File: config.mk
export PLATFORM = sky130hd
export DESIGN_NAME = dly_lock_ctrl_flat
export DESIGN_NICKNAME = d
export VERILOG_FILES = /design/src/rtl/dly_ctrl_pkg.sv /design/src/rtl/dly_lock_ctrl_if.sv /design/src/rtl/dly_settle_cnt.sv /design/src/rtl/dly_lock_ctrl.sv /design/src/flat_wrapper.sv
export SDC_FILE = /design/constraint.sdc
export NUM_CORES = 1
export LEC_CHECK = 0
export CAP_MARGIN = 20
export CORE_MARGIN = 3
export CORE_UTILIZATION = 50
export CTS_BUF_LIST = sky130_fd_sc_hd__clkbuf_2
export CTS_CLUSTER_SIZE = 10
export DETAILED_ROUTE_END_ITERATION = 8
export MAX_ROUTING_LAYER = met4
export PLACE_DENSITY_LB_ADDON = 0.1
export SYNTH_ARGS = -nofsm -noshare
export SYNTH_HDL_FRONTEND = slang
export SYNTH_SLANG_ARGS = --single-unit
File: constraint.sdc
create_clock -name i_clk -period 2.91 [get_ports i_clk]
set_input_delay 0.7275 -clock i_clk [delete_from_list [all_inputs] [get_ports i_clk]]
set_output_delay 0.7275 -clock i_clk [all_outputs]
set_load 0.01 [all_outputs]
File: src/rtl/dly_ctrl_pkg.sv
// rtl/dly_ctrl_pkg.sv - shared state encoding and code field widths for delay-line blocks
package dly_ctrl_pkg;

  localparam int CODE_W   = 8;
  localparam int FINE_W   = 6;
  localparam int COARSE_W = 2;

  typedef enum logic [2:0] {
    ST_IDLE   = 3'd0,
    ST_SETTLE = 3'd1,
    ST_SAMPLE = 3'd2,
    ST_LOCKED = 3'd3,
    ST_ERR    = 3'd4
  } state_e;

  // True when a step in direction dir would wrap the combined coarse/fine code.
  function automatic logic code_at_limit(input logic [CODE_W-1:0] code, input logic dir);
    logic [COARSE_W-1:0] coarse;
    logic [FINE_W-1:0]   fine;
    {coarse, fine} = code;
    return dir ? (&coarse && &fine) : (~|coarse && ~|fine);
  endfunction

endpackage

File: src/rtl/dly_lock_ctrl_if.sv
// rtl/dly_lock_ctrl_if.sv - control, phase-detector and status bundle of the delay lock controller
interface dly_lock_ctrl_if #(
  parameter int CODE_W = dly_ctrl_pkg::CODE_W
);
  logic              i_start;
  logic              i_abort;
  logic              i_pd_vld;
  logic              i_pd_early;
  logic [CODE_W-1:0] o_dly_sel;
  logic              o_busy;
  logic              o_lock;
  logic              o_err;

  modport master (
    output i_start, i_abort, i_pd_vld, i_pd_early,
    input  o_dly_sel, o_busy, o_lock, o_err
  );

  modport slave (
    input  i_start, i_abort, i_pd_vld, i_pd_early,
    output o_dly_sel, o_busy, o_lock, o_err
  );
endinterface

File: src/rtl/dly_settle_cnt.sv
// rtl/dly_settle_cnt.sv - loadable down-counter; done_o marks the last counted clock
module dly_settle_cnt #(
  parameter int W = 8
) (
  input  logic         clk_i,
  input  logic         rstn_i,
  input  logic         load_i,
  input  logic [W-1:0] load_val_i,
  input  logic         en_i,
  output logic         done_o
);
  logic [W-1:0] cnt_q;

  always_ff @(posedge clk_i or negedge rstn_i) begin
    if (!rstn_i) begin
      cnt_q <= '0;
    end else if (load_i) begin
      cnt_q <= load_val_i;
    end else if (en_i && cnt_q != '0) begin
      cnt_q <= cnt_q - W'(1);
    end
  end

  assign done_o = (cnt_q == W'(1));
endmodule

File: src/rtl/dly_lock_ctrl.sv
// rtl/dly_lock_ctrl.sv - bang-bang lock loop stepping the delay select from phase-detector samples
// Optional DLY_LOCK_CTRL_TRACK_EN keeps stepping after lock instead of freezing the code.
module dly_lock_ctrl #(
  parameter int                CODE_W       = dly_ctrl_pkg::CODE_W,
  parameter logic [CODE_W-1:0] INIT_CODE    = '0,
  parameter int                SETTLE_CYC   = 16,
  parameter int                LOCK_TOGGLES = 4
) (
  input  logic           i_clk,
  input  logic           i_rstn,
  dly_lock_ctrl_if.slave bus
);
  import dly_ctrl_pkg::*;

  state_e            state_q;
  logic [CODE_W-1:0] code_q, code_d;
  logic              busy_q, lock_q, err_q;
  logic [3:0]        tog_q, tog_d;
  logic              pdir_q, pvld_q;
  logic              settle_done;
  logic              dir, sat, lock_hit;

  // The counter reloads whenever we are outside SETTLE, so each entry starts a full period.
  dly_settle_cnt #(.W(8)) u_settle (
    .clk_i      (i_clk),
    .rstn_i     (i_rstn),
    .load_i     (state_q != ST_SETTLE),
    .load_val_i (8'(SETTLE_CYC)),
    .en_i       (state_q == ST_SETTLE),
    .done_o     (settle_done)
  );

  always_comb begin
    dir      = bus.i_pd_early;
    tog_d    = tog_q;
    if (pvld_q && (dir != pdir_q) && (tog_q != 4'hF)) begin
      tog_d = tog_q + 4'd1;
    end
    lock_hit = !lock_q && (tog_d >= 4'(LOCK_TOGGLES));
    sat      = code_at_limit(code_q, dir);
    code_d   = dir ? code_q + CODE_W'(1) : code_q - CODE_W'(1);
  end

  always_ff @(posedge i_clk or negedge i_rstn) begin
    if (!i_rstn) begin
      state_q <= ST_IDLE;
      code_q  <= INIT_CODE;
      busy_q  <= 1'b0;
      lock_q  <= 1'b0;
      err_q   <= 1'b0;
      tog_q   <= '0;
      pdir_q  <= 1'b0;
      pvld_q  <= 1'b0;
    end else if (bus.i_abort) begin
      state_q <= ST_IDLE;
      busy_q  <= 1'b0;
      lock_q  <= 1'b0;
    end else if (bus.i_start && !busy_q) begin
      state_q <= ST_SETTLE;
      code_q  <= INIT_CODE;
      busy_q  <= 1'b1;
      lock_q  <= 1'b0;
      err_q   <= 1'b0;
      tog_q   <= '0;
      pvld_q  <= 1'b0;
    end else begin
      case (state_q)
        ST_SETTLE: if (settle_done) state_q <= ST_SAMPLE;
        ST_SAMPLE: if (bus.i_pd_vld) begin
          tog_q  <= tog_d;
          pdir_q <= dir;
          pvld_q <= 1'b1;
          if (lock_hit) begin
            lock_q  <= 1'b1;
            busy_q  <= 1'b0;
`ifdef DLY_LOCK_CTRL_TRACK_EN
            state_q <= ST_SETTLE;
`else
            state_q <= ST_LOCKED;
`endif
          end else if (sat) begin
            state_q <= ST_ERR;
            err_q   <= 1'b1;
            lock_q  <= 1'b0;
            busy_q  <= 1'b0;
          end else begin
            code_q  <= code_d;
            state_q <= ST_SETTLE;
          end
        end
        default: ;
      endcase
    end
  end

  assign bus.o_dly_sel = code_q;
  assign bus.o_busy    = busy_q;
  assign bus.o_lock    = lock_q;
  assign bus.o_err     = err_q;
endmodule

File: src/flat_wrapper.sv
// flat-port wrapper written by rule: the top's interface ports become plain ports
module dly_lock_ctrl_flat import dly_ctrl_pkg::*;
#(
  parameter int                CODE_W       = dly_ctrl_pkg::CODE_W,
  parameter logic [CODE_W-1:0] INIT_CODE    = '0,
  parameter int                SETTLE_CYC   = 16,
  parameter int                LOCK_TOGGLES = 4
)
  (i_clk, i_rstn, bus_i_start, bus_i_abort, bus_i_pd_vld, bus_i_pd_early, bus_o_dly_sel, bus_o_busy, bus_o_lock, bus_o_err);
  dly_lock_ctrl_if #(.CODE_W(CODE_W)) bus_i ();
  input  logic i_clk;
  input  logic i_rstn;
  input wire logic [$bits(bus_i.i_start)-1:0] bus_i_start;
  input wire logic [$bits(bus_i.i_abort)-1:0] bus_i_abort;
  input wire logic [$bits(bus_i.i_pd_vld)-1:0] bus_i_pd_vld;
  input wire logic [$bits(bus_i.i_pd_early)-1:0] bus_i_pd_early;
  output wire logic [$bits(bus_i.o_dly_sel)-1:0] bus_o_dly_sel;
  output wire logic [$bits(bus_i.o_busy)-1:0] bus_o_busy;
  output wire logic [$bits(bus_i.o_lock)-1:0] bus_o_lock;
  output wire logic [$bits(bus_i.o_err)-1:0] bus_o_err;
  assign bus_i.i_start = bus_i_start;
  assign bus_i.i_abort = bus_i_abort;
  assign bus_i.i_pd_vld = bus_i_pd_vld;
  assign bus_i.i_pd_early = bus_i_pd_early;
  assign bus_o_dly_sel = bus_i.o_dly_sel;
  assign bus_o_busy = bus_i.o_busy;
  assign bus_o_lock = bus_i.o_lock;
  assign bus_o_err = bus_i.o_err;
  dly_lock_ctrl #(.CODE_W(CODE_W), .INIT_CODE(INIT_CODE), .SETTLE_CYC(SETTLE_CYC), .LOCK_TOGGLES(LOCK_TOGGLES)) u_core (.i_clk(i_clk), .i_rstn(i_rstn), .bus(bus_i));
endmodule
==> results of run 1 <==
## kinds of logic after synthesis
kind of cell               after synthesis
DFF                                     28
xor gates and xnor gates                 9
adders and majority gates               10
muxes                                    1
AOI/OAI and AO/OA                       47
and+or+nand+nor                         68
buffers and inverters                   12
## metrics by stage
step / setup slack [ns] / total power, mW / setup TNS, ns / std cells
after floorplan: 0.464 / 0.545 / 0 / 175
after global placement: -0.101 / 0.615 / -0.240 / 250
after detailed placement: -0.237 / 0.620 / -0.898 / 250
after CTS: 0.174 / 0.855 / 0 / 254
after global routing: 0.0822 / 0.899 / 0 / 254
final: 0.144 / 0.847 / 0 / 254
## registers in the layout, indices dropped and copies added (netlist names)
name / cells
u_core.pvld_q: 1
u_core.bus.o_lock: 1
u_core.u_settle.cnt_q: 8
u_core.tog_q: 4
u_core.pdir_q: 1
u_core.state_q: 3
u_core.bus.o_dly_sel: 8
u_core.bus.o_busy: 1
u_core.bus.o_err: 1
## final timing paths
kind,startpoint,end,slack (ns),cells past startpoint
min,u_core.u_settle.cnt_q[4],u_core.u_settle.cnt_q[4],0.54,2
max,bus_i_pd_early,u_core.bus.o_dly_sel[7],0.14,9
min in group asynchronous,i_rstn,u_core.u_settle.cnt_q[4],0.68,2
max in group asynchronous,i_rstn,u_core.bus.o_err,1.96,2
min reg2reg,u_core.u_settle.cnt_q[4],u_core.u_settle.cnt_q[4],0.54,2
max reg2reg,u_core.bus.o_dly_sel[1],u_core.bus.o_dly_sel[7],0.62,7
## routing by layer
metal  share of wire (%)  vias up  global-route usage (%)
met5                   0        -                       -
met4                 1.3        0                    5.93
met3                 2.9        6                    2.85
met2                  49       33                    34.7
met1                  47      718                    25.6
li1                    -      721                       -
## tightest hold or removal path, stage by stage, from the launching register on
cell and delay, ns:
dfrtp_1 0.41, a21oi_1 0.06, o31ai_1 0.06
## report_power, final
group,internal [mW],switching (mW),total (mW)
Combinational,0.0859,0.0912,0.177
Sequential,0.411,0.0260,0.437
Clock,0.118,0.115,0.233
Total,0.615,0.232,0.847
## layout make-up
class	instances	share of cell area, %
inverter	10	1.84
clock inverter	1	1.48
tap	44	2.70
clock buffer	3	0.738
sequential	28	34.4
timing repair buffer	33	14.1
multi-input combinational	135	44.7
## placed cells by master (no fill, tap or decap), drive strengths merged, types with 6 or more instances in the layout
| master | netlist | routed |
|---|---|---|
| nand2 | 9 | 9 |
| nor2 | 23 | 23 |
| dfrtp | 28 | 28 |
| nand3 | 10 | 10 |
| nor3 | 6 | 6 |
| ha | 9 | 9 |
| o21ai | 7 | 7 |
| a21oi | 12 | 12 |
| clkdlybuf4s50 | 0 | 16 |
| buf | 0 | 17 |
| xnor2 | 7 | 7 |
| inv | 10 | 10 |
==> key figures, run 1 <==
Worst setup path
  – CP required: 3.24 ns
  – Critical path capture point type: flop
  – Worst setup SP type: input pin
  – Slowest cell on the critical path: clkdlybuf4s50_1
  – Crit-path cells: clkdlybuf4s50_1 > inv_1 > ha_1 > a21oi_1 > o211ai_1 > o41ai_1 > xnor2_1 > or4_1 > nand3_1
  – CP arrival: 3.09 ns
  – CP Buf/Inv Count: 2
  – Cell family with most CP delay: compound AO/OA/AOI/OAI gates
  – WS Path Type: input pin to flop
  – CP Max Fanout: 6
  – Max incr delay on CP: 0.49 ns

Route
  – DR vias/cell: 5.82
  – Routed WL: 3.66 mm
  – Via Count: 1478
  – Initial DRC Count: 111
  – Drt drc: 0
  – Final antenna-violating net count: 0
  – Drt pass-1 iters: 4
  – Routed length per instance: 14.4 um

Final layout
  – Fillers: 279
  – Area grow syn2layout: 23.0%
  – Diode count: 0
  – Share of layout cells above drive strength 1: 11.9%
  – Nets: 227
  – Fin util: 65.6%
  – Multi-input gate area: 910 um^2
  – FF+latch area: 701 um^2
  – Fin area: 0.00204 mm^2

Power and ir drop
  – Max VDD drop: 0.162 mV
  – PD cells: 416 mW/mm^2
  – LEAKAGE: 0.906 nW

Logic synthesis
  – Most frequent cell after synthesis: dfrtp_1
  – Simple-gate share of the synthesized area: 21.2%
  – Synth Flop Type: dfrtp_1
  – Gate Count Post-Synth: 175
  – Largest family of logic cells by synthesized area: simple AND/OR/NAND/NOR gates
  – #FFs+latches synth: 28
  – Multiplexer area fraction after synthesis: 0.907%
  – Adder-cell share of the synthesized area: 8.01%
  – Area share of the largest cell type after synthesis: 42.3%
  – Compound-Gate Fraction of Synth Area: 20.1%
  – Post-Syn Nets: 191
  – Post-synthesis cell area: 0.00166 mm^2
  – Synth top cells by count: dfrtp_1, nor2_1, a21oi_1
  – Synth area leaders: dfrtp_1, ha_1, nor2_1
  – Synthesis Warnings: 0
  – Synth area leader: dfrtp_1
  – Synth Area in XOR/XNOR: 4.76%
  – Syn_area_per_cell: 9.46 um^2
  – Ys async rst share: 100%
  – Unique masters post-synth: 43
  – Number of synthesized flops with an enable pin: 0
  – Post-synthesis sequential area ratio: 42.3%

GRT
  – GRT Total Usage: 20.5%
  – Total gr overflow: 0
  – Pin count of the biggest net entering global routing: 29
  – First-pass GRT wire length: 6.61 mm
  – Vias in the first global route: 1490
  – Initial antenna violation count: 0

Timing
  – Final hold slack: 0.541 ns
  – Max-slew headroom: 53.7%
  – Final slew viol count: 0
  – Final Hold Violating Endpoints: 0
  – Final setup viols: 0
  – Skew final: 0.00734 ns
  – Achievable frequency: 362 MHz
  – RSZ-0062 raised after global routing: no
  – Ratio of final minimum period to clock period: 95.1%
  – Worst Tran Pin Value: 0.677 ns
  – Clock period minus final worst setup slack: 2.77 ns

CTS
  – Clk buf depth: 2
  – Post CTS Setup Buffer Count: 0
  – TritonCTS clock tree: built
  – CTS Hold Buffers Added: 0
  – Post-cts gate resize count: 0
  – CTS root buf: clkbuf_2
  – Clk slew on worst S/H paths: 0.26 ns
  – Sink Count: 28
  – Skew-Pair Late Insertion Delay: 0.36 ns
  – H-Tree Level Count: 1
  – TritonCTS Buffers: 3

Die
  – Die area: 0.00404 mm^2
  – Core Box Area: 0.00310 mm^2
  – Initial Util: 53.3%
  – Die Y: 63.5 um
  – Die Wd: 63.5 um
  – Std-Cell Rows: 20
  – Boundary pin count: 17

Run
  – Max Cap Viol: 0

Outcome
  – Status: completed

Placed design
  – Routability Congestion: 0.891
  – Post-DP HPWL: 2.80 mm
  – IO Port Bufs: 16
  – DP Area: 0.00199 mm^2

Min path
  – Class of the worst hold path: flop to flop
Power figures use the tool's default switching activity.
==> inputs of run 2 (changes only) <==
--- a/config.mk
+++ b/config.mk
@@ -6,6 +6,7 @@
 export NUM_CORES = 1
 export LEC_CHECK = 0
 export CAP_MARGIN = 20
+export CORE_ASPECT_RATIO = 0.9
 export CORE_MARGIN = 3
 export CORE_UTILIZATION = 50
 export CTS_BUF_LIST = sky130_fd_sc_hd__clkbuf_2
==> key figures, run 2 (same netlist as run 1, synthesis figures left out) <==
Outcome
  – Status: completed

Min path
  – Hold-critical path depth: 2
  – Class of the worst hold path: flop to flop

Timing
  – Final hold slack: 0.546 ns
  – Final setup viols: 0
  – Skew final: 0.00345 ns
  – Clock period minus final worst setup slack: 2.65 ns
  – Max-slew headroom: 43.7%
  – Achievable frequency: 377 MHz
  – Worst Tran Pin Value: 0.824 ns
  – Final Hold Violating Endpoints: 0
  – RSZ-0062 raised after global routing: no
  – Final worst setup slack: 0.260 ns
  – Ratio of final minimum period to clock period: 91.1%
  – Final slew viol count: 0

GRT
  – Total gr overflow: 0
  – Vias in the first global route: 1392
  – Initial antenna violation count: 0
  – GRT Total Usage: 20.5%
  – First-pass GRT wire length: 6.21 mm
  – Pin count of the biggest net entering global routing: 29

Die
  – Die Wd: 66.7 um
  – Die area: 0.00404 mm^2
  – Core Box Area: 0.00311 mm^2
  – Initial Util: 53.2%
  – Die Y: 60.6 um
  – Std-Cell Rows: 19
  – Boundary pin count: 17

Worst setup path
  – Critical path capture point type: flop
  – Cell family with most CP delay: compound AO/OA/AOI/OAI gates
  – WS Path Type: input pin to flop
  – Crit-path cells: clkdlybuf4s50_1 > inv_1 > ha_1 > a21oi_1 > o211ai_1 > o41ai_1 > xnor2_1 > or4_1 > nand3_1
  – CP required: 3.24 ns
  – CP Depth: 9
  – Worst setup SP type: input pin
  – CP Max Fanout: 6
  – Max incr delay on CP: 0.48 ns
  – CP Buf/Inv Count: 2
  – R2R cell count: 7
  – CP arrival: 2.98 ns
  – Slowest cell on the critical path: or4_1

Placed design
  – Post-DP HPWL: 2.73 mm
  – Pre-CTS WS: -0.144 ns
  – Routability Congestion: 0.835
  – IO Port Bufs: 16

CTS
  – CTS root buf: clkbuf_2
  – CTS Hold Buffers Added: 0
  – Skew-Pair Late Insertion Delay: 0.37 ns
  – TritonCTS clock tree: built
  – Post CTS Setup Buffer Count: 0
  – Clk slew on worst S/H paths: 0.26 ns
  – Clk buf depth: 2
  – Sink Count: 28
  – TritonCTS Buffers: 3
  – Post-cts gate resize count: 0
  – H-Tree Level Count: 1

Final layout
  – Share of layout cells above drive strength 1: 11.1%
  – Most frequent cells in the layout: dfrtp_1, nor2_1, clkdlybuf4s50_1
  – Diode count: 0
  – Area grow syn2layout: 21.9%
  – Nets: 225
  – Commonest non-fill, non-tap cell in the layout: dfrtp_1

Run
  – Max Cap Viol: 0

Route
  – Met3 WL: 111 um
  – Met2 Routed Length: 1.65 mm
  – Drt drc: 0
  – DR vias/cell: 5.73
  – M1 WL: 1.68 mm
  – Top Layer Used: met4
  – Initial DRC Count: 123
  – Final antenna-violating net count: 0
  – Drt pass-1 iters: 4
  – Via Count: 1432
  – Routed length per instance: 14.1 um
  – Routed WL: 3.53 mm

Power and ir drop
  – PD cells: 422 mW/mm^2
  – Max VDD drop: 0.264 mV
  – LEAKAGE: 0.895 nW
run 2: cell types whose count changed in the layout (fill, tap and decap cells not counted):
cell,previous run,this run
buf_4,17,15
run 2: tightest hold or removal path: stages (launching register included):
cell and delay (ns):
dfrtp_1 0.41, a21oi_1 0.07, o31ai_1 0.06
run 2: layout make-up:
| class | instances | area (um^2) |
|---|---|---|
| Sequential cell | 28 | 701 |
| Tap cell | 42 | 52.6 |
| Inverter | 10 | 37.5 |
| Clock inverter | 1 | 30.0 |
| Multi-Input combinational cell | 135 | 910 |
| Timing Repair Buffer | 31 | 273 |
| Clock buffer | 3 | 15.0 |
| Fill cell | 271 | 1100 |
run 2: worst paths after layout:
kind | from | endpoint | slack [ns]
min in group asynchronous | i_rstn | u_core.u_settle.cnt_q[3] | 0.68
hold reg to reg | u_core.u_settle.cnt_q[4] | u_core.u_settle.cnt_q[4] | 0.55
setup reg to reg | u_core.bus.o_dly_sel[1] | u_core.bus.o_dly_sel[7] | 0.70
max in group asynchronous | i_rstn | u_core.pdir_q | 1.98
hold / removal | u_core.u_settle.cnt_q[4] | u_core.u_settle.cnt_q[4] | 0.55
setup / recovery | bus_i_pd_early | u_core.bus.o_dly_sel[7] | 0.26
run 2: stage by stage:
step / TNS, ns / util, % / power, mW / std cells / cell area [um^2]
after floorplan: 0 / - / 0.545 / 175 / 1660
after global placement: -0.150 / 63.4 / 0.612 / 246 / 1970
after detailed placement: -0.537 / 63.4 / 0.620 / 246 / 1970
after CTS: 0 / 64.8 / 0.861 / 250 / 2020
after global routing: 0 / 64.8 / 0.899 / 250 / 2020
final: 0 / 64.8 / 0.851 / 250 / 2020
run 2: layer usage:
layer / GRT usage [%] / vias to the layer above
met4: 7.54 / 0
met5: - / -
li1: - / 718
met2: 32.6 / 29
met1: 26.2 / 675
met3: 4.07 / 10
run 2: where the power goes:
| part | leakage [nW] | switching (mW) | internal [mW] |
|---|---|---|---|
| combinational | 0.488 | 0.0938 | 0.0845 |
| sequential | 0.380 | 0.0260 | 0.411 |
| clock | 0.0266 | 0.118 | 0.118 |
==> inputs of run 3 (changes only) <==
--- a/config.mk
+++ b/config.mk
@@ -5,7 +5,7 @@
 export SDC_FILE = /design/constraint.sdc
 export NUM_CORES = 1
 export LEC_CHECK = 0
-export CAP_MARGIN = 20
+export CAP_MARGIN = 40
 export CORE_ASPECT_RATIO = 0.9
 export CORE_MARGIN = 3
 export CORE_UTILIZATION = 50
==> results of run 3 <==
Final layout, timing and power as in run 2 (identical DEF).
